`src/rtl/ifetch_ctrl.sv`:
```
// Fetch sequencer: owns the PC, drives the imem address and registers one IF/ID entry with a valid/ready handshake.
// Optional macro IFETCH_PERF_EN adds the fetch and stall performance counters.
module ifetch_ctrl #(
  parameter int unsigned      XLEN      = 64,
  parameter logic [XLEN-1:0]  RESET_PC  = '0,
  parameter int unsigned      MEM_WORDS = 4096
) (
  input  logic            clk,
  input  logic            rst_n,
  input  logic            redirect_en_i,
  input  logic [XLEN-1:0] redirect_pc_i,
  output logic [XLEN-1:0] imem_addr_o,
  input  logic [31:0]     imem_rdata_i,
  output logic            if_valid_o,
  input  logic            if_ready_i,
  output logic [XLEN-1:0] if_pc_o,
  output logic [31:0]     if_instr_o,
  output logic            if_exc_en_o,
  output logic [3:0]      if_exc_code_o,
  output logic [XLEN-1:0] if_exc_val_o
`ifdef IFETCH_PERF_EN
  ,
  output logic [63:0]     perf_fetch_cnt_o,
  output logic [63:0]     perf_stall_cnt_o
`endif
);

  localparam logic [31:0]     NOP        = 32'h0000_0013;
  localparam logic [XLEN-3:0] WORD_LIMIT = (XLEN-2)'(MEM_WORDS);
  localparam logic [3:0]      EXC_MISALIGN = 4'd0;
  localparam logic [3:0]      EXC_ACCESS   = 4'd1;

  typedef enum logic [1:0] {
    IDLE       = 2'd0,
    FETCH      = 2'd1,
    FAULT_HOLD = 2'd2
  } state_e;

  state_e          state_q, state_d;
  logic [XLEN-1:0] pc_q, pc_d;
  logic            valid_q, valid_d;
  logic [XLEN-1:0] ifpc_q, ifpc_d;
  logic [31:0]     instr_q, instr_d;
  logic            exc_en_q, exc_en_d;
  logic [3:0]      exc_code_q, exc_code_d;
  logic [XLEN-1:0] exc_val_q, exc_val_d;

  logic load;
  logic accept;
  logic misaligned;
  logic out_of_range;

  assign load         = (state_q == FETCH) && (!valid_q || if_ready_i);
  assign accept       = valid_q && if_ready_i;
  assign misaligned   = (pc_q[1:0] != 2'b00);
  // Full-width word index compare so high PCs can never alias into the array.
  assign out_of_range = (pc_q[XLEN-1:2] >= WORD_LIMIT);

  always_comb begin
    state_d    = state_q;
    pc_d       = pc_q;
    valid_d    = valid_q;
    ifpc_d     = ifpc_q;
    instr_d    = instr_q;
    exc_en_d   = exc_en_q;
    exc_code_d = exc_code_q;
    exc_val_d  = exc_val_q;

    if (accept) begin
      valid_d = 1'b0;
    end

    if (redirect_en_i) begin
      state_d    = FETCH;
      pc_d       = redirect_pc_i;
      valid_d    = 1'b0;
      exc_en_d   = 1'b0;
      exc_code_d = 4'd0;
      exc_val_d  = '0;
    end else begin
      unique case (state_q)
        IDLE: begin
          state_d = FETCH;
        end
        FETCH: begin
          if (load) begin
            valid_d = 1'b1;
            ifpc_d  = pc_q;
            if (misaligned || out_of_range) begin
              instr_d    = NOP;
              exc_en_d   = 1'b1;
              exc_code_d = misaligned ? EXC_MISALIGN : EXC_ACCESS;
              exc_val_d  = pc_q;
              state_d    = FAULT_HOLD;
            end else begin
              instr_d    = imem_rdata_i;
              exc_en_d   = 1'b0;
              exc_code_d = 4'd0;
              exc_val_d  = '0;
              pc_d       = pc_q + XLEN'(4);
            end
          end
        end
        FAULT_HOLD: begin
          state_d = FAULT_HOLD;
        end
        default: begin
          state_d = IDLE;
        end
      endcase
    end
  end

  always_ff @(posedge clk or negedge rst_n) begin
    if (!rst_n) begin
      state_q    <= IDLE;
      pc_q       <= RESET_PC;
      valid_q    <= 1'b0;
      ifpc_q     <= '0;
      instr_q    <= NOP;
      exc_en_q   <= 1'b0;
      exc_code_q <= 4'd0;
      exc_val_q  <= '0;
    end else begin
      state_q    <= state_d;
      pc_q       <= pc_d;
      valid_q    <= valid_d;
      ifpc_q     <= ifpc_d;
      instr_q    <= instr_d;
      exc_en_q   <= exc_en_d;
      exc_code_q <= exc_code_d;
      exc_val_q  <= exc_val_d;
    end
  end

  assign imem_addr_o   = pc_q;
  assign if_valid_o    = valid_q;
  assign if_pc_o       = ifpc_q;
  assign if_instr_o    = instr_q;
  assign if_exc_en_o   = exc_en_q;
  assign if_exc_code_o = exc_code_q;
  assign if_exc_val_o  = exc_val_q;

`ifdef IFETCH_PERF_EN
  logic [63:0] fetch_cnt_q;
  logic [63:0] stall_cnt_q;

  always_ff @(posedge clk or negedge rst_n) begin
    if (!rst_n) begin
      fetch_cnt_q <= '0;
      stall_cnt_q <= '0;
    end else begin
      if (accept && !exc_en_q) begin
        fetch_cnt_q <= fetch_cnt_q + 64'd1;
      end
      if (valid_q && !if_ready_i) begin
        stall_cnt_q <= stall_cnt_q + 64'd1;
      end
    end
  end

  assign perf_fetch_cnt_o = fetch_cnt_q;
  assign perf_stall_cnt_o = stall_cnt_q;
`endif

endmodule
```
`config.mk`:
```
export PLATFORM = sky130hd
export DESIGN_NAME = ifetch_ctrl
export DESIGN_NICKNAME = d
export VERILOG_FILES = /design/src/rtl/ifetch_ctrl.sv
export SDC_FILE = /design/constraint.sdc
export NUM_CORES = 1
export LEC_CHECK = 0
export ABC_AREA = 0
export CAP_MARGIN = 20
export CORE_ASPECT_RATIO = 1.1
export CORE_MARGIN = 3
export CORE_UTILIZATION = 58
export CTS_CLUSTER_SIZE = 25
export DETAILED_ROUTE_END_ITERATION = 8
export DONT_BUFFER_PORTS = 1
export PLACE_DENSITY = 0.77
export SLEW_MARGIN = 10
export SYNTH_ARGS = -nofsm -noshare
export SYNTH_HDL_FRONTEND = slang
export SYNTH_SLANG_ARGS = --single-unit
```
`constraint.sdc`:
```
create_clock -name clk -period 4.1 [get_ports clk]
set_input_delay 0.41 -clock clk [delete_from_list [all_inputs] [get_ports clk]]
set_output_delay 0.41 -clock clk [all_outputs]
set_load 0.02 [all_outputs]
```
==> results of run 1 <==
-- worst max-delay path, stage by stage, from the launching register on --
cell	delay [ns]
dfrtp_1	0.49
nor4_1	0.67
and4_1	0.35
nand4_2	0.45
or4_1	0.65
a31oi_1	0.18
-- state kept, by name, indices dropped and copies added (netlist names) --
signal,count
if_exc_val_o,64
state_q,2
if_pc_o,64
if_exc_code_o,1
if_exc_en_o,1
imem_addr_o,64
if_valid_o,1
if_instr_o,32
-- metal layers --
layer	vias up	part of all wire [%]	global-route usage, %
met3	61	10	8.88
met2	335	50	46.0
met4	0	3.3	9.71
met1	3316	37	33.3
li1	2974	-	-
met5	-	0	0
-- worst paths after layout --
check | start | end | slack (ns) | depth (start not counted)
max | imem_addr_o[15]$_DFFE_PN0P_ | imem_addr_o[7]$_DFFE_PN0P_ | 1.22 | 5
min | rst_n | if_pc_o[18]$_DFFE_PN0P_ | -0.40 | 0
max reg2reg | imem_addr_o[15]$_DFFE_PN0P_ | imem_addr_o[7]$_DFFE_PN0P_ | 1.22 | 5
min reg2reg | if_instr_o[4]$_DFFE_PN1P_ | if_instr_o[4]$_DFFE_PN1P_ | 0.52 | 2
max in group asynchronous | rst_n | imem_addr_o[56]$_DFFE_PN0P_ | 4.14 | 0
min in group clk | redirect_en_i | state_q[0]$_DFFE_PN0P_ | 0.04 | 1
-- placed cells by master (no fill, tap or decap), types with 4 or more instances in the layout --
cell type,n
clkbuf_8,4
and3_1,4
nand3_1,39
or4_1,9
nor2_1,21
a31oi_1,11
a21oi_1,37
o21ai_0,10
inv_1,5
o31ai_1,8
nand2_1,364
mux2_2,51
and4_1,5
nand4_1,5
a22o_1,12
ha_1,4
clkbuf_1,6
nor4_1,7
nor4_2,6
buf_4,7
dfrtp_1,226
clkbuf_16,25
-- timing repair --
| item | CTS | global route |
|---|---|---|
| endpoints found under the setup margin | 0 | 0 |
| hold endpoints to repair | 267 | 229 |
| gates resized for setup | 0 | 0 |
-- cell type report --
class / instances / area, um2 / area share [%]
sequential: 229 / 5730 / 56.7
multi-input combinational: 617 / 3200 / 31.6
clock buffer: 35 / 703 / 6.95
tap: 196 / 245 / 2.43
clock inverter: 9 / 131 / 1.30
timing repair buffer: 8 / 72.6 / 0.718
inverter: 6 / 22.5 / 0.223
antenna: 1 / 2.50 / 0.0247
-- report_power, final --
| part | total, mW | switching, mW | leakage (nW) | internal (mW) |
|---|---|---|---|---|
| sequential | 3.95 | 1.16 | 2.90 | 2.79 |
| combinational | 1.03 | 0.687 | 1.63 | 0.345 |
| clock | 2.26 | 0.871 | 0.404 | 1.38 |
| total | 7.24 | 2.72 | 4.93 | 4.52 |
-- cells by family (layout without fill, tap and decap cells) --
logic type	Yosys count	count (layout)	share of synthesized area, %
muxes	51	51	6.27
AOI/OAI and AO/OA	87	87	5.97
adders and majority gates	4	4	0.546
buffers and inverters	63	58	2.84
other	1	4	0.0409
DFF	229	229	62.6
and+or+nand+nor	472	472	21.8
==> impl_metrics.tcl, run 1 <==
set metrics [dict create \
    outcome "finished, violations left" \
    num-fill-cells 1168 \
    grt_overflow 0 \
    start_util_pct 59.9 \
    design_area_mm2 0.0101 \
    detailedPlace.worstSlack_ns 1.18 \
    hold_viol_final 229 \
    syn_area_mm2 0.00917 \
    final_util_pct 66.1 \
    ios 330 \
    ys_seq_elements 229 \
    clockBufferDepth 3 \
    grtUsageTotal_pct 27.3 \
    yosysMostFrequentCell "nand2_1" \
    max_cap_viol_count 0 \
    critPathMaxFanout 22 \
    setup_ws_ns 1.22 \
    antenna_left 0 \
    period_share_pct 70.3 \
    drive_above_1_share_pct 12.5 \
    final_nets 990 \
    vias 6686 \
    required_ns 4.51 \
    leakagePower_nw 4.93 \
    worstMarginPinSlew_ns 0.806 \
    drtPass1Iterations 5 \
    wire_per_inst_um 22.4 \
    maxSlewViolCount 0 \
    hold_class "primary input to async pin" \
    worstPathArrival_ns 3.29 \
    relSlewSlack_pct 46.1 \
    grt_max_degree 230 \
    drt_iter0_markers 637 \
    synth_ff_type "dfrtp_1" \
    post_dp_cell_area_mm2 0.00925 \
    ys.warnings.count 0 \
    cts_tree "yes" \
    yosysTopAreaCellShare_pct 61.7 \
    antenna_found_initial 1 \
    synthArstFlopShare_pct 100 \
    synth_area_per_cell_um2 10.1 \
    grt_first_pass_wirelength_um 37400 \
    end_kind "flip-flop" \
    core.rowCount 47 \
    post_cts_buffers 0 \
    finalNonFillerCells 1101 \
    startpoint_type "flip-flop" \
    clk_latency_ns 0.51 \
    fmax_ghz 0.347 \
    setup-tns-final_ns 0 \
    clock-sinks 229 \
    ir_drop_mv 0.492 \
    synth_seq_area_share_pct 62.6 \
    dieArea_mm2 0.0173 \
    whs_ns -0.400 \
    drc_errors 0 \
    syn_inst 907 \
    clockRootBuffer "clkbuf_16" \
    die_x_um 126 \
    hpwl_um 16000 \
    gp_congestion 0.825 \
    finClkSkew_ns 0.0210 \
    area_delta_synth_final_pct 10.3 \
    cts_max_level 1 \
    power.total_mw 7.24 \
    die_h_um 138 \
    clkTransAtPathRegs_ns 0.06 \
    grt_pass1_vias 6640 \
    core_mm2 0.0153 \
    port_buffers 0 \
    synth_common_cells "366 x nand2_1, 226 x dfrtp_1, 51 x mux2_2" \
    viasPerCell 6.07 \
    postCtsHoldBufs 1 \
    cts_buffers 24 \
    violations "hold timing" \
    period_needed_ns 2.88 \
    synthDistinctLibCells 40 \
    crit_type "flip-flop to flip-flop" \
    synth-edff-count 0 \
    placed_cells 1055 \
    rsz0062_at_grt "no" \
    yosys.area.top_type "dfrtp_1" \
    synthTopCellsByArea "dfrtp_1 62%, nand2_1 15%, mux2_2 6.3%, nand3_1 2.1%, a21oi_1 2.0%" \
    finalSetupViolations 0 \
    wl_um 24600 \
    power.density_mw_per_mm2 716 \
]
Note: power is estimated with default switching activity, not from simulation.
==> inputs of run 2 (changes only) <==
--- a/config.mk
+++ b/config.mk
@@ -9,11 +9,11 @@
 export CAP_MARGIN = 20
 export CORE_ASPECT_RATIO = 1.1
 export CORE_MARGIN = 3
-export CORE_UTILIZATION = 58
+export CORE_UTILIZATION = 57
 export CTS_CLUSTER_SIZE = 25
 export DETAILED_ROUTE_END_ITERATION = 8
 export DONT_BUFFER_PORTS = 1
-export PLACE_DENSITY = 0.77
+export PLACE_DENSITY = 0.78
 export SLEW_MARGIN = 10
 export SYNTH_ARGS = -nofsm -noshare
 export SYNTH_HDL_FRONTEND = slang
==> constraint.sdc (replaced) <==
create_clock -name clk -period 2.5 [get_ports clk]
set_input_delay 0.25 -clock clk [delete_from_list [all_inputs] [get_ports clk]]
set_output_delay 0.25 -clock clk [all_outputs]
set_load 0.02 [all_outputs]
==> run 2 against run 1 <==
  * The run still ends with hold timing left
  * Largest cell class unchanged
  * Wire length grew 7.4%
  * Register-to-register slack lost 1.1 ns
  * Die area grew 1.7%
  * Clock skew shrank 0.0082 ns
==> impl_metrics.tcl, run 2 (same netlist as run 1, synthesis figures left out) <==
set metrics [dict create \
    startpoint_type "flip-flop" \
    power.density_mw_per_mm2 1040 \
    antenna_found_initial 0 \
    grtUsageTotal_pct 29.2 \
    multi_input_area_mm2 0.00322 \
    swShare_pct 38.1 \
    drive_above_1_share_pct 13.7 \
    critPathMaxFanout 12 \
    mostFrequentLayoutCells "364 x nand2_1, 226 x dfrtp_1, 97 x dlygate4sd3_1, 51 x mux2_2, 39 x nand3_1" \
    clk_latency_ns 0.49 \
    die_x_um 127 \
    core.rowCount 47 \
    ios 330 \
    grt_pass1_vias 7279 \
    hpwl_um 16400 \
    start_util_pct 59.5 \
    final_common_cell "nand2_1" \
    antenna_left 0 \
    cts_buffers 23 \
    clock_power_share_pct 27.8 \
    finalSetupViolations 0 \
    dieArea_mm2 0.0176 \
    clockBufferDepth 3 \
    crit_type "flip-flop to flip-flop" \
    violations "hold timing" \
    antenna_cells 0 \
    whs_ns -0.539 \
    area_delta_synth_final_pct 22.5 \
    grt_first_pass_wirelength_um 41400 \
    drtPass1Iterations 5 \
    gp_congestion 0.841 \
    cts_max_level 1 \
    area.sequential_mm2 0.00573 \
    clockRootBuffer "clkbuf_16" \
    rsz0062_at_grt "no" \
    design_area_mm2 0.0112 \
    grt_overflow 0 \
    relSlewSlack_pct 27.8 \
    drt_iter0_markers 667 \
    wire_per_inst_um 21.7 \
    ir_drop_mv 0.756 \
    core_mm2 0.0154 \
    clkTransAtPathRegs_ns 0.06 \
    end_kind "flip-flop" \
    max_cap_viol_count 0 \
    worstMarginPinSlew_ns 1.08 \
    grt_max_degree 230 \
    postCtsHoldBufs 98 \
    hold_viol_final 229 \
    die_h_um 139 \
    port_buffers 0 \
    final_util_pct 72.9 \
    finClkSkew_ns 0.0128 \
    maxSlewViolCount 0 \
    drc_errors 0 \
    post_dp_cell_area_mm2 0.00950 \
    wl_um 26500 \
    p_seq_share_pct 54.6 \
    num-fill-cells 1045 \
    period_share_pct 93.7 \
    required_ns 2.87 \
    period_needed_ns 2.34 \
    clock-sinks 229 \
    fmax_ghz 0.427 \
    power_frac_comb_pct 17.6 \
    hold_class "primary input to async pin" \
    final_nets 1116 \
    cts_tree "yes" \
    viasPerCell 5.85 \
    p_int_mw 7.23 \
    outcome "finished, violations left" \
    leakagePower_nw 5.44 \
    p_sw_mw 4.44 \
    worstPathArrival_ns 2.72 \
    post_cts_buffers 0 \
    vias 7135 \
]
run 2: cell count changes in the layout (fill, tap and decap cells not counted), sizes merged:
cell / change
clkinvlp: -1
bufinv: -2
diode: -1
dlygate4sd3: +97
clkbuf: -3
inv: -1
buf: +30
run 2: routing by layer:
layer | GRT usage, % | vias up | wire [um] | part of all wire (%)
met5 | 0 | - | 0 | 0
met4 | 7.45 | 0 | 635 | 2.4
met3 | 8.05 | 53 | 2630 | 9.9
met2 | 51.2 | 361 | 13700 | 52
met1 | 35.6 | 3521 | 9470 | 36
li1 | - | 3200 | - | -
run 2: critical path: stages, from the launching register on:
cell	delay [ns]
dfrtp_1	0.48
nor4_1	0.42
buf_4	0.19
and4_1	0.26
and4_2	0.38
nor2_1	0.23
a22o_1	0.28
run 2: worst paths after layout:
path	slack, ns	startpoint	depth (start not counted)	end
min in group clk	0.01	redirect_en_i	2	imem_addr_o[10]$_DFFE_PN0P_
worst min register to register	0.52	if_instr_o[4]$_DFFE_PN1P_	2	if_instr_o[4]$_DFFE_PN1P_
worst max-delay path	0.16	imem_addr_o[23]$_DFFE_PN0P_	6	if_exc_val_o[11]$_DFFE_PN0P_
max in group asynchronous	2.60	rst_n	0	if_instr_o[4]$_DFFE_PN1P_
worst min-delay path	-0.54	rst_n	0	if_exc_val_o[10]$_DFFE_PN0P_
worst max register to register	0.16	imem_addr_o[23]$_DFFE_PN0P_	6	if_exc_val_o[11]$_DFFE_PN0P_
run 2: final cells by class:
| class | instances | area share [%] |
|---|---|---|
| clock buffers | 32 | 5.78 |
| clock inverters | 5 | 0.468 |
| multi-input cells | 617 | 28.7 |
| flip-flops and latches | 229 | 51.1 |
| repair buffers | 135 | 11.6 |
| inverters | 6 | 0.201 |
| well taps | 196 | 2.18 |
run 2: power by group through the flow:
stage                     Combinational [mW]  Clock (mW)  Sequential [mW]
after floorplan                         1.33           0             6.21
after global placement                  1.78           0             6.41
after detailed placement                1.87           0             6.42
after CTS                               2.03        3.27             6.37
after global routing                    2.32        3.44             6.47
final                                   2.06        3.24             6.37
run 2: repair_timing:
item                                    CTS  global route
hold endpoints to repair                364           229
gates cloned                              0             0
gates resized for setup                   1             3
endpoints found under the setup margin   19            21
run 2: per-stage QoR:
stage | power [mW] | setup slack, ns | TNS [ns] | instances
final | 11.7 | 0.159 | 0 | 1220
after global routing | 12.2 | 0.0651 | 0 | 1220
after CTS | 11.7 | 0.0483 | 0 | 1220
after detailed placement | 8.29 | -0.0488 | -0.567 | 1085
after global placement | 8.19 | 0.0000235 | 0 | 1085
after floorplan | 7.54 | 0.527 | 0 | 909
==> inputs of run 3 (changes only) <==
--- a/config.mk
+++ b/config.mk
@@ -9,11 +9,12 @@
 export CAP_MARGIN = 20
 export CORE_ASPECT_RATIO = 1.1
 export CORE_MARGIN = 3
-export CORE_UTILIZATION = 57
+export CORE_UTILIZATION = 58
+export CTS_BUF_LIST = sky130_fd_sc_hd__clkbuf_8
 export CTS_CLUSTER_SIZE = 25
 export DETAILED_ROUTE_END_ITERATION = 8
 export DONT_BUFFER_PORTS = 1
-export PLACE_DENSITY = 0.78
+export PLACE_DENSITY = 0.79
 export SLEW_MARGIN = 10
 export SYNTH_ARGS = -nofsm -noshare
 export SYNTH_HDL_FRONTEND = slang
==> run 3 against run 2 <==
  * Via count increased by 4.0%
  * The run still ends with hold timing left
  * Utilization increased by 0.99 points
  * Clock skew increased by 0.016 ns
  * Critical path type unchanged
  * Largest power group unchanged
  * Sequential power decreased by 0.6%
  * Critical path depth unchanged
  * Total power decreased by 1.0%
  * Largest cell class unchanged
==> impl_metrics.tcl, run 3 (same netlist as run 1, synthesis figures left out) <==
set metrics [dict create \
    outcome "finished, violations left" \
    violations "hold timing" \
    antenna_left 0 \
    core.rowCount 47 \
    cts_buffers 36 \
    p_seq_share_pct 54.8 \
    required_ns 2.93 \
    worstMarginPinSlew_ns 0.917 \
    drt_iter0_markers 580 \
    port_buffers 0 \
    cts_max_level 2 \
    power.total_mw 11.6 \
    clockBufferDepth 3 \
    finalSetupViolations 0 \
    finalNonFillerCells 1252 \
    area_delta_synth_final_pct 23.2 \
    clockRootBuffer "clkbuf_8" \
    clock-sinks 229 \
    postCtsHoldBufs 98 \
    power_frac_comb_pct 18.8 \
    drive_above_1_share_pct 15.5 \
    clkTransAtPathRegs_ns 0.06 \
    r2r_setup_slack_ns 0.08 \
    hold_class "primary input to async pin" \
    final_nets 1137 \
    start_util_pct 59.9 \
    cts_tree "yes" \
    ios 330 \
    drtPass1Iterations 5 \
    r2r-start "imem_addr_o[20]$_DFFE_PN0P_" \
    clk_latency_ns 0.53 \
    period_needed_ns 2.42 \
    grt_pass1_vias 7460 \
    max_cap_viol_count 0 \
    grt_first_pass_wirelength_um 41100 \
    setup-tns-final_ns 0 \
    multi_input_area_mm2 0.00321 \
    whs_ns -0.579 \
    end_kind "flip-flop" \
    maxSlewViolCount 0 \
    num-fill-cells 1012 \
    core_mm2 0.0153 \
    p_sw_mw 4.56 \
    crit_end "imem_addr_o[5]$_DFFE_PN0P_" \
    grt_max_degree 230 \
    die_h_um 138 \
    p_int_mw 6.99 \
    wire_per_inst_um 21.7 \
    rr_endpoint "imem_addr_o[5]$_DFFE_PN0P_" \
    die_x_um 126 \
    antenna_found_initial 0 \
    grt_overflow 0 \
    power.density_mw_per_mm2 1020 \
    fmax_ghz 0.413 \
    post_cts_buffers 0 \
    area.sequential_mm2 0.00573 \
    ir_drop_mv 0.714 \
    vias 7418 \
    rsz0062_at_grt "no" \
    reg2reg_depth 6 \
    hpwl_um 16300 \
    placed_cells 1093 \
    viasPerCell 5.92 \
    swShare_pct 39.5 \
    worstPathArrival_ns 2.85 \
    critPathLaunch "imem_addr_o[20]$_DFFE_PN0P_" \
    grtUsageTotal_pct 30.2 \
    wl_um 27200 \
    antenna_cells 0 \
    relSlewSlack_pct 38.8 \
    crit_type "flip-flop to flip-flop" \
    final_common_cell "nand2_1" \
    hold_viol_final 229 \
    critPathMaxFanout 18 \
    gp_congestion 0.840 \
    clock_power_share_pct 26.4 \
    finClkSkew_ns 0.0286 \
    dieArea_mm2 0.0173 \
    mostFrequentLayoutCells "364 x nand2_1, 226 x dfrtp_1, 97 x dlygate4sd3_1, 51 x mux2_2, 45 x clkbuf_8" \
    drc_errors 0 \
    period_share_pct 96.9 \
    startpoint_type "flip-flop" \
    leakagePower_nw 5.53 \
]
-- run 3: cell types whose count changed in the layout (fill, tap and decap cells not counted), moves of 2 or more --
cell / delta
clkbuf_1: -5
nor4_2: -2
buf_4: +5
clkbuf_8: +41
inv_1: +11
nor4_1: +2
buf_12: +2
clkbuf_16: -23
-- run 3: layout make-up --
type / count / share of cell area [%]
Multi-Input combinational cell: 617 / 28.4
Inverter: 6 / 0.199
Timing Repair Buffer: 143 / 12.3
Clock buffer: 45 / 5.48
Sequential cell: 229 / 50.8
Clock inverter: 16 / 0.632
Tap cell: 196 / 2.17
-- run 3: worst min-delay path by stage --
stage,end,slack [ns]
floorplan,if_exc_code_o[0]$_DFFE_PN0P_,-0.05
global placement,if_exc_val_o[10]$_DFFE_PN0P_,-0.04
detailed placement,if_pc_o[7]$_DFFE_PN0P_,-0.04
CTS,imem_addr_o[13]$_DFFE_PN0P_,-0.60
global route,if_pc_o[7]$_DFFE_PN0P_,-0.61
finish,if_exc_val_o[13]$_DFFE_PN0P_,-0.58
-- run 3: layer usage --
metal | wire length, um | track usage (%) | vias up
met5 | 0 | 0 | -
met4 | 742 | 11.6 | 0
met3 | 2660 | 9.69 | 61
met2 | 13800 | 50.9 | 424
met1 | 9950 | 36.7 | 3680
li1 | - | - | 3253
-- run 3: through the flow --
stage	setup slack [ns]	utilization, %	instance area (um2)
after floorplan	0.527	-	9170
after global placement	0.0975	62.7	9580
after detailed placement	0.0836	62.7	9590
after CTS	0.0719	73.8	11300
after global routing	0.00780	73.9	11300
final	0.0770	73.9	11300
-- run 3: worst max-delay path, cell delays in order (launching register included) --
cell,delay (ns)
dfrtp_1,0.50
nor4_1,0.41
buf_4,0.20
and4_1,0.26
nand4_4,0.24
or4_1,0.54
a31oi_1,0.17
-- run 3: power groups by stage --
stage / sequential, mW / clock [mW] / combinational, mW
floorplan: 6.21 / 0 / 1.33
global placement: 6.36 / 0 / 1.88
detailed placement: 6.37 / 0 / 1.97
CTS: 6.32 / 3.07 / 2.12
global route: 6.42 / 3.26 / 2.40
finish: 6.33 / 3.04 / 2.17
-- run 3: repair_timing --
item / 4_1_cts / 5_1_grt
setup endpoints to repair: 0 / 8
resized for setup: 0 / 2
endpoints found under the hold margin: 364 / 229
